[src/rtl/booth_r4_mult_pipe_if.sv]
// rtl/booth_r4_mult_pipe_if.sv - operand/result stream interface for booth_r4_mult_pipe
interface booth_r4_mult_pipe_if #(
    parameter int DATAWIDTH = 8,
    parameter int TAGWIDTH  = 4
);
    // Operand stream
    logic                     IN_VALID;
    logic                     IN_READY;
    logic [DATAWIDTH-1:0]     IN_A;
    logic [DATAWIDTH-1:0]     IN_B;
    logic                     IN_SIGNED;
    logic [TAGWIDTH-1:0]      IN_TAG;

    // Result stream
    logic                     OUT_VALID;
    logic                     OUT_READY;
    logic [2*DATAWIDTH-1:0]   OUT_RESULT;
    logic [TAGWIDTH-1:0]      OUT_TAG;

    // Operand-fetch / accumulator side
    modport master (
        output IN_VALID, IN_A, IN_B, IN_SIGNED, IN_TAG, OUT_READY,
        input  IN_READY, OUT_VALID, OUT_RESULT, OUT_TAG
    );

    // Multiplier side
    modport slave (
        input  IN_VALID, IN_A, IN_B, IN_SIGNED, IN_TAG, OUT_READY,
        output IN_READY, OUT_VALID, OUT_RESULT, OUT_TAG
    );
endinterface

[src/rtl/booth_r4_mult_pipe.sv]
// rtl/booth_r4_mult_pipe.sv - pipelined radix-4 Booth multiplier, optional BOOTH_R4_BACKPRESSURE_EN
module booth_r4_mult_pipe #(
    parameter int DATAWIDTH = 8,
    parameter int TAGWIDTH  = 4
) (
    input  logic               CLK,
    input  logic               RSTn,
    booth_r4_mult_pipe_if.slave bus
);
    localparam int W  = DATAWIDTH;
    localparam int WE = W + 2;          // extended operand width
    localparam int SW = 2 * W + 2;      // partial sum width
    localparam int ND = W / 2 + 1;      // Booth digits == pipeline stages
    localparam int TW = TAGWIDTH;

    // Stage k holds a transaction with digits 0..k-1 already applied.
    logic [ND-1:0] st_valid_q;
    logic [SW-1:0] st_sum_q  [ND];
    logic [WE-1:0] st_a_q    [ND];
    logic [WE-1:0] st_b_q    [ND];      // remaining multiplier bits, LSBs are the next digit
    logic [ND-1:0] st_bm1_q;            // bit just below the current digit
    logic [TW-1:0] st_tag_q  [ND];
    logic [SW-1:0] st_sum_d  [ND];

    logic              out_valid_q;
    logic [2*W-1:0]    out_result_q;
    logic [TW-1:0]     out_tag_q;

    logic          stall;
    logic          advance;
    logic          accept;
    logic [WE-1:0] in_a_ext;
    logic [WE-1:0] in_b_ext;

`ifdef BOOTH_R4_BACKPRESSURE_EN
    // A result waiting on downstream freezes the whole pipe.
    assign stall = out_valid_q & ~bus.OUT_READY;
`else
    // Downstream always sinks results, so the pipe never stops.
    logic unused_out_ready;
    assign unused_out_ready = bus.OUT_READY;
    assign stall            = 1'b0;
`endif

    assign advance      = ~stall;
    assign accept       = bus.IN_VALID & advance;
    assign bus.IN_READY = advance;

    assign in_a_ext = {{2{bus.IN_SIGNED & bus.IN_A[W-1]}}, bus.IN_A};
    assign in_b_ext = {{2{bus.IN_SIGNED & bus.IN_B[W-1]}}, bus.IN_B};

    assign bus.OUT_VALID  = out_valid_q;
    assign bus.OUT_RESULT = out_result_q;
    assign bus.OUT_TAG    = out_tag_q;

    // Recode each stage's digit and add its weighted partial product.
    always_comb begin
        logic [SW-1:0] a_sx;
        logic [SW-1:0] pp;
        a_sx = '0;
        pp   = '0;
        for (int k = 0; k < ND; k++) begin
            a_sx = {{(SW-WE){st_a_q[k][WE-1]}}, st_a_q[k]};
            case ({st_b_q[k][1:0], st_bm1_q[k]})
                3'b001, 3'b010: pp = a_sx;
                3'b011:         pp = a_sx << 1;
                3'b100:         pp = -(a_sx << 1);
                3'b101, 3'b110: pp = -a_sx;
                default:        pp = '0;
            endcase
            st_sum_d[k] = st_sum_q[k] + (pp << (2 * k));
        end
    end

    // Stage datapath registers; contents only matter where the valid bit is set.
    always_ff @(posedge CLK) begin
        if (advance) begin
            if (accept) begin
                st_sum_q[0] <= '0;
                st_a_q[0]   <= in_a_ext;
                st_b_q[0]   <= in_b_ext;
                st_bm1_q[0] <= 1'b0;
                st_tag_q[0] <= bus.IN_TAG;
            end
            for (int k = 1; k < ND; k++) begin
                if (st_valid_q[k-1]) begin
                    st_sum_q[k] <= st_sum_d[k-1];
                    st_a_q[k]   <= st_a_q[k-1];
                    st_b_q[k]   <= {{2{st_b_q[k-1][WE-1]}}, st_b_q[k-1][WE-1:2]};
                    st_bm1_q[k] <= st_b_q[k-1][1];
                    st_tag_q[k] <= st_tag_q[k-1];
                end
            end
        end
    end

    // Valid chain and output register; output holds whenever no new result lands.
    always_ff @(posedge CLK or negedge RSTn) begin
        if (!RSTn) begin
            st_valid_q   <= '0;
            out_valid_q  <= 1'b0;
            out_result_q <= '0;
            out_tag_q    <= '0;
        end else if (advance) begin
            st_valid_q  <= {st_valid_q[ND-2:0], accept};
            out_valid_q <= st_valid_q[ND-1];
            if (st_valid_q[ND-1]) begin
                out_result_q <= st_sum_d[ND-1][2*W-1:0];
                out_tag_q    <= st_tag_q[ND-1];
            end
        end
    end
endmodule
[src/flat_wrapper.sv]
// flat-port wrapper written by rule: the top's interface ports become plain ports
module booth_r4_mult_pipe_flat 
#(
    parameter int DATAWIDTH = 8,
    parameter int TAGWIDTH  = 4
)
  (CLK, RSTn, bus_IN_VALID, bus_IN_A, bus_IN_B, bus_IN_SIGNED, bus_IN_TAG, bus_OUT_READY, bus_IN_READY, bus_OUT_VALID, bus_OUT_RESULT, bus_OUT_TAG);
  booth_r4_mult_pipe_if #(.DATAWIDTH(DATAWIDTH), .TAGWIDTH(TAGWIDTH)) bus_i ();
  input  logic CLK;
  input  logic RSTn;
  input wire logic [$bits(bus_i.IN_VALID)-1:0] bus_IN_VALID;
  input wire logic [$bits(bus_i.IN_A)-1:0] bus_IN_A;
  input wire logic [$bits(bus_i.IN_B)-1:0] bus_IN_B;
  input wire logic [$bits(bus_i.IN_SIGNED)-1:0] bus_IN_SIGNED;
  input wire logic [$bits(bus_i.IN_TAG)-1:0] bus_IN_TAG;
  input wire logic [$bits(bus_i.OUT_READY)-1:0] bus_OUT_READY;
  output wire logic [$bits(bus_i.IN_READY)-1:0] bus_IN_READY;
  output wire logic [$bits(bus_i.OUT_VALID)-1:0] bus_OUT_VALID;
  output wire logic [$bits(bus_i.OUT_RESULT)-1:0] bus_OUT_RESULT;
  output wire logic [$bits(bus_i.OUT_TAG)-1:0] bus_OUT_TAG;
  assign bus_i.IN_VALID = bus_IN_VALID;
  assign bus_i.IN_A = bus_IN_A;
  assign bus_i.IN_B = bus_IN_B;
  assign bus_i.IN_SIGNED = bus_IN_SIGNED;
  assign bus_i.IN_TAG = bus_IN_TAG;
  assign bus_i.OUT_READY = bus_OUT_READY;
  assign bus_IN_READY = bus_i.IN_READY;
  assign bus_OUT_VALID = bus_i.OUT_VALID;
  assign bus_OUT_RESULT = bus_i.OUT_RESULT;
  assign bus_OUT_TAG = bus_i.OUT_TAG;
  booth_r4_mult_pipe #(.DATAWIDTH(DATAWIDTH), .TAGWIDTH(TAGWIDTH)) u_core (.CLK(CLK), .RSTn(RSTn), .bus(bus_i));
endmodule
[config.mk]
export PLATFORM = sky130hd
export DESIGN_NAME = booth_r4_mult_pipe_flat
export DESIGN_NICKNAME = d
export VERILOG_FILES = /design/src/rtl/booth_r4_mult_pipe_if.sv /design/src/rtl/booth_r4_mult_pipe.sv /design/src/flat_wrapper.sv
export SDC_FILE = /design/constraint.sdc
export NUM_CORES = 1
export LEC_CHECK = 0
export BUFFER_PORTS_ARGS = -buffer_cell sky130_fd_sc_hd__buf_4
export CORE_UTILIZATION = 56
export DETAILED_ROUTE_END_ITERATION = 7
export PLACE_DENSITY = 0.77
export SLEW_MARGIN = 20
export SYNTH_ARGS = -nofsm -noshare
export SYNTH_HDL_FRONTEND = slang
export SYNTH_SLANG_ARGS = --single-unit
[constraint.sdc]
create_clock -name CLK -period 3 [get_ports CLK]
set_input_delay 0.3 -clock CLK [delete_from_list [all_inputs] [get_ports CLK]]
set_output_delay 0.3 -clock CLK [all_outputs]
set_load 0.01 [all_outputs]
==> metrics.txt <==
CORE AREA=16800 um^2; drt drc=0; Synth cell types=67; Achievable Freq=322 MHz; Final period util=103%; H-tree depth=4; WP data required=3.18 ns; Switching Fraction=30.6%; DR vias/cell=5.69; outcome=finished with violations; worst r2r path cells=12; Slew Viols, Final=0; Worst Hold Slack=0.0356 ns; max incr delay on CP=0.57 ns; Worst Path Arrival=3.29 ns; placed cell area=11200 um^2; #FFs+latches synth=183; Reg power frac=42.3%; io pins=47; HP Class=in -> reg; worst-margin pin slew=0.896 ns; Post-synth EDFFs=157; crit path setup slack, layout=-0.101 ns; vias in the first global route=7058; source of the worst register-to-register timing path=u_core.st_a_q[0][23]$_DFFE_PP_; initial core utilization=57.8%; Synthesis Warnings=0; R2R setup slack=-0.10 ns; commonest register cell after synthesis=edfxtp_1; unrepaired setup endpoints after global routing=yes; Hold Startpoint=bus_IN_A[0]; Worst Hold End=u_core.st_a_q[0][0]$_DFFE_PP_; Post-Layout Inst Area=12500 um^2; most frequent CP cell=a21o_1; chip width=134 um; multi-input gate area in the final layout=4480 um^2; initial antenna violation count=0; hold path cells=1; first-pass GRT wire length=33200 um; combinational group share of total power=29.3%; leading area contributor after synthesis=edfxtp_1; nets=1108; GRT Total Usage=24.0%; Int Pwr=5.72 mW; crit-path cells=or4_4, o41ai_2, nand2_1, a211o_1, a31oi_1, ha_1, a21o_1, a21o_1, a21o_1, a21oi_1, o21ai_1, xnor2_1; worst-skew pair later-pin latency=0.44 ns; gr ovfl total=0; IO Port Bufs=44; Final setup viols=7; layout cell share with drive strength beyond 1=32.3%; largest net degree at the start of global routing=35; diode count=0; final antenna-violating net count=0; Root Buffer Master=clkbuf_16; DR vias=7192; Clock Power Share=28.3%; Worst Setup Path Type=reg -> reg; syn_area_per_cell=11.5 um^2; worst-path fanout max=3; P per Cell Area=661 nW/um^2; Inserted Clock Buffers=17; Synth Instances=840; Bufs and invs on worst path=0; CTS max path bufs=2; switching pwr=2.52 mW; HPWL Detailed=14700 um; Clk pin slew, worst setup/hold paths=0.08 ns; final hold vios=0; mapped cell area=9690 um^2; leakage power=5.01 nW; Slew HR=40.3%; top post-synthesis cells by area=edfxtp_1 (49%), dfrtp_1 (6.7%), ha_1 (6.3%); Die Height=134 um; # Max-Cap Violations=0; slowest cell on the critical path=or4_4; violated checks=negative setup slack; Min Clock Period, post-route=3.10 ns; row count=47; Post-Route WL=21600 um; CTS tree=built; Seq/Total Area, Yosys=55.4%; Filler Cell Count=1072; Area Growth Syn to Fin=28.5%; drt first pass iters=6; syn nets=918; CP startpoint kind=flop; DR iter-0 viols=394; worst r2r dst=u_core.st_sum_q[0][69]$_DFFE_PP_; delay-heaviest family, CP=compound AO/OA/AOI/OAI gates; RD Place Congestion=0.881; Finished Core Util=74.3%; async set-reset flop share out of synthesis=14.2%; Post-Place Worst Slack=-0.202 ns; WL per Instance=17.1 um; Die ar.=17800 um^2; Critical Path End Type=flop; peak supply drop=0.000455 V; register area=5370 um^2; Yosys top cell area share=48.6%; clock sinks=183; Final Skew=0.0132 ns
[through the flow]
stage / TNS, ns / power (mW) / cells
final: -0.340 / 8.24 / 1263
after global routing: -1.73 / 8.61 / 1263
after CTS: -0.212 / 8.06 / 1241
after detailed placement: -0.968 / 5.63 / 1202
after global placement: -0.333 / 5.55 / 1202
after floorplan: -0.165 / 4.81 / 840
[flip-flops by register name, summed over array words and instances, names as in the netlist]
name and cells:
u_core.bus.OUT_VALID 1, u_core.bus.OUT_TAG 4, u_core.st_valid_q 5, u_core.st_tag_q 20, u_core.st_sum_q 64, u_core.bus.OUT_RESULT 16
u_core.st_bm1_q 4, u_core.st_b_q 25, u_core.st_a_q 44
[Yosys cell counts (3+ instances only)]
cell type / n
or3_1: 5
o21ai_0: 50
fa_1: 4
a22oi_1: 6
a31oi_1: 10
ha_1: 49
a211oi_1: 11
mux2_2: 17
mux2i_1: 7
inv_1: 40
xnor2_1: 58
nand2_1: 80
nor2_1: 65
nor4_1: 4
dfrtp_1: 26
a21oi_1: 42
clkbuf_1: 27
nand4_1: 3
nand3_1: 6
a21o_1: 10
a32oi_1: 3
a221oi_1: 13
nor3_1: 19
o31ai_1: 8
and2_1: 6
a21boi_0: 5
o22ai_1: 3
a31o_2: 3
nor2b_1: 10
edfxtp_1: 157
o21a_1: 8
nand2b_1: 11
xor2_1: 19
a222oi_1: 5
o211ai_1: 5
o31a_1: 3
[area by class of cell]
cell class	count	area share, %
timing repair buffer	202	12.3
sequential	183	43.1
inverter	41	1.24
tap	220	2.21
clock buffer	17	3.42
multi-input combinational	585	36.0
clock inverter	15	1.76
[worst max-delay path by stage]
| stage | endpoint | cells after the start | start |
|---|---|---|---|
| finish | u_core.st_sum_q[0][69]$_DFFE_PP_ | 12 | u_core.st_a_q[0][23]$_DFFE_PP_ |
| global route | u_core.st_sum_q[0][69]$_DFFE_PP_ | 12 | u_core.st_a_q[0][23]$_DFFE_PP_ |
| CTS | u_core.st_sum_q[0][69]$_DFFE_PP_ | 12 | u_core.st_a_q[0][23]$_DFFE_PP_ |
| detailed placement | u_core.st_sum_q[0][68]$_DFFE_PP_ | 12 | u_core.st_a_q[0][20]$_DFFE_PP_ |
| global placement | u_core.st_sum_q[0][69]$_DFFE_PP_ | 12 | u_core.st_a_q[0][20]$_DFFE_PP_ |
| floorplan | u_core.st_sum_q[0][69]$_DFFE_PP_ | 13 | u_core.st_a_q[0][22]$_DFFE_PP_ |
[routing by layer]
metal | global-route usage, % | share of wire [%] | vias to the layer above
li1 | - | - | 3500
met1 | 25.6 | 39 | 3469
met2 | 47.1 | 55 | 168
met3 | 3.77 | 2.8 | 55
met4 | 8.59 | 2.9 | 0
met5 | 0 | 0 | -
[timing repair]
action	4_1_cts	5_1_grt
buffers inserted	6	22
setup endpoints to repair	15	21
hold endpoints to repair	26	0
pin swaps	16	46
resized for setup	34	69
hold buffers	1	0
[placed cells by master (no fill, tap or decap), types with 8 or more instances in the layout]
master	instances
inv_1	32
xor2_1	18
nor3_1	11
o21ai_1	10
buf_4	197
dfrtp_1	26
xnor2_1	55
o21a_1	8
inv_2	8
a21o_1	10
nand2b_1	10
nor2_1	60
clkbuf_16	17
a31oi_1	10
ha_1	41
a21oi_2	10
a21oi_1	31
edfxtp_1	157
nand2_1	79
o21ai_0	36
mux2_2	17
[worst register-to-register path: stages, from the launching register on]
cell,delay [ns]
edfxtp_1,0.39
or4_4,0.57
o41ai_2,0.29
nand2_1,0.13
a211o_1,0.28
a31oi_1,0.14
ha_1,0.26
a21o_1,0.18
a21o_1,0.15
a21o_1,0.15
a21oi_1,0.12
o21ai_1,0.09
xnor2_1,0.13
[kinds of logic (layout without fill, tap and decap cells)]
logic type	after synthesis	after routing	share of synthesized area, %
and+or+nand+nor	225	225	10.7
adders and majority gates	53	53	7.15
AOI/OAI and AO/OA	203	203	13.8
other	1	1	0.0387
buffers and inverters	72	275	2.84
xor gates and xnor gates	78	78	7.19
muxes	25	25	2.85
DFF	183	183	55.4
[power by group through the flow]
stage / registers (mW) / clock network, mW / logic (mW)
floorplan: 3.49 / 0 / 1.31
global placement: 3.52 / 0 / 2.03
detailed placement: 3.54 / 0 / 2.10
CTS: 3.48 / 2.36 / 2.22
global route: 3.52 / 2.46 / 2.63
finish: 3.49 / 2.33 / 2.42
No activity file was read; power rests on OpenSTA's default activity.
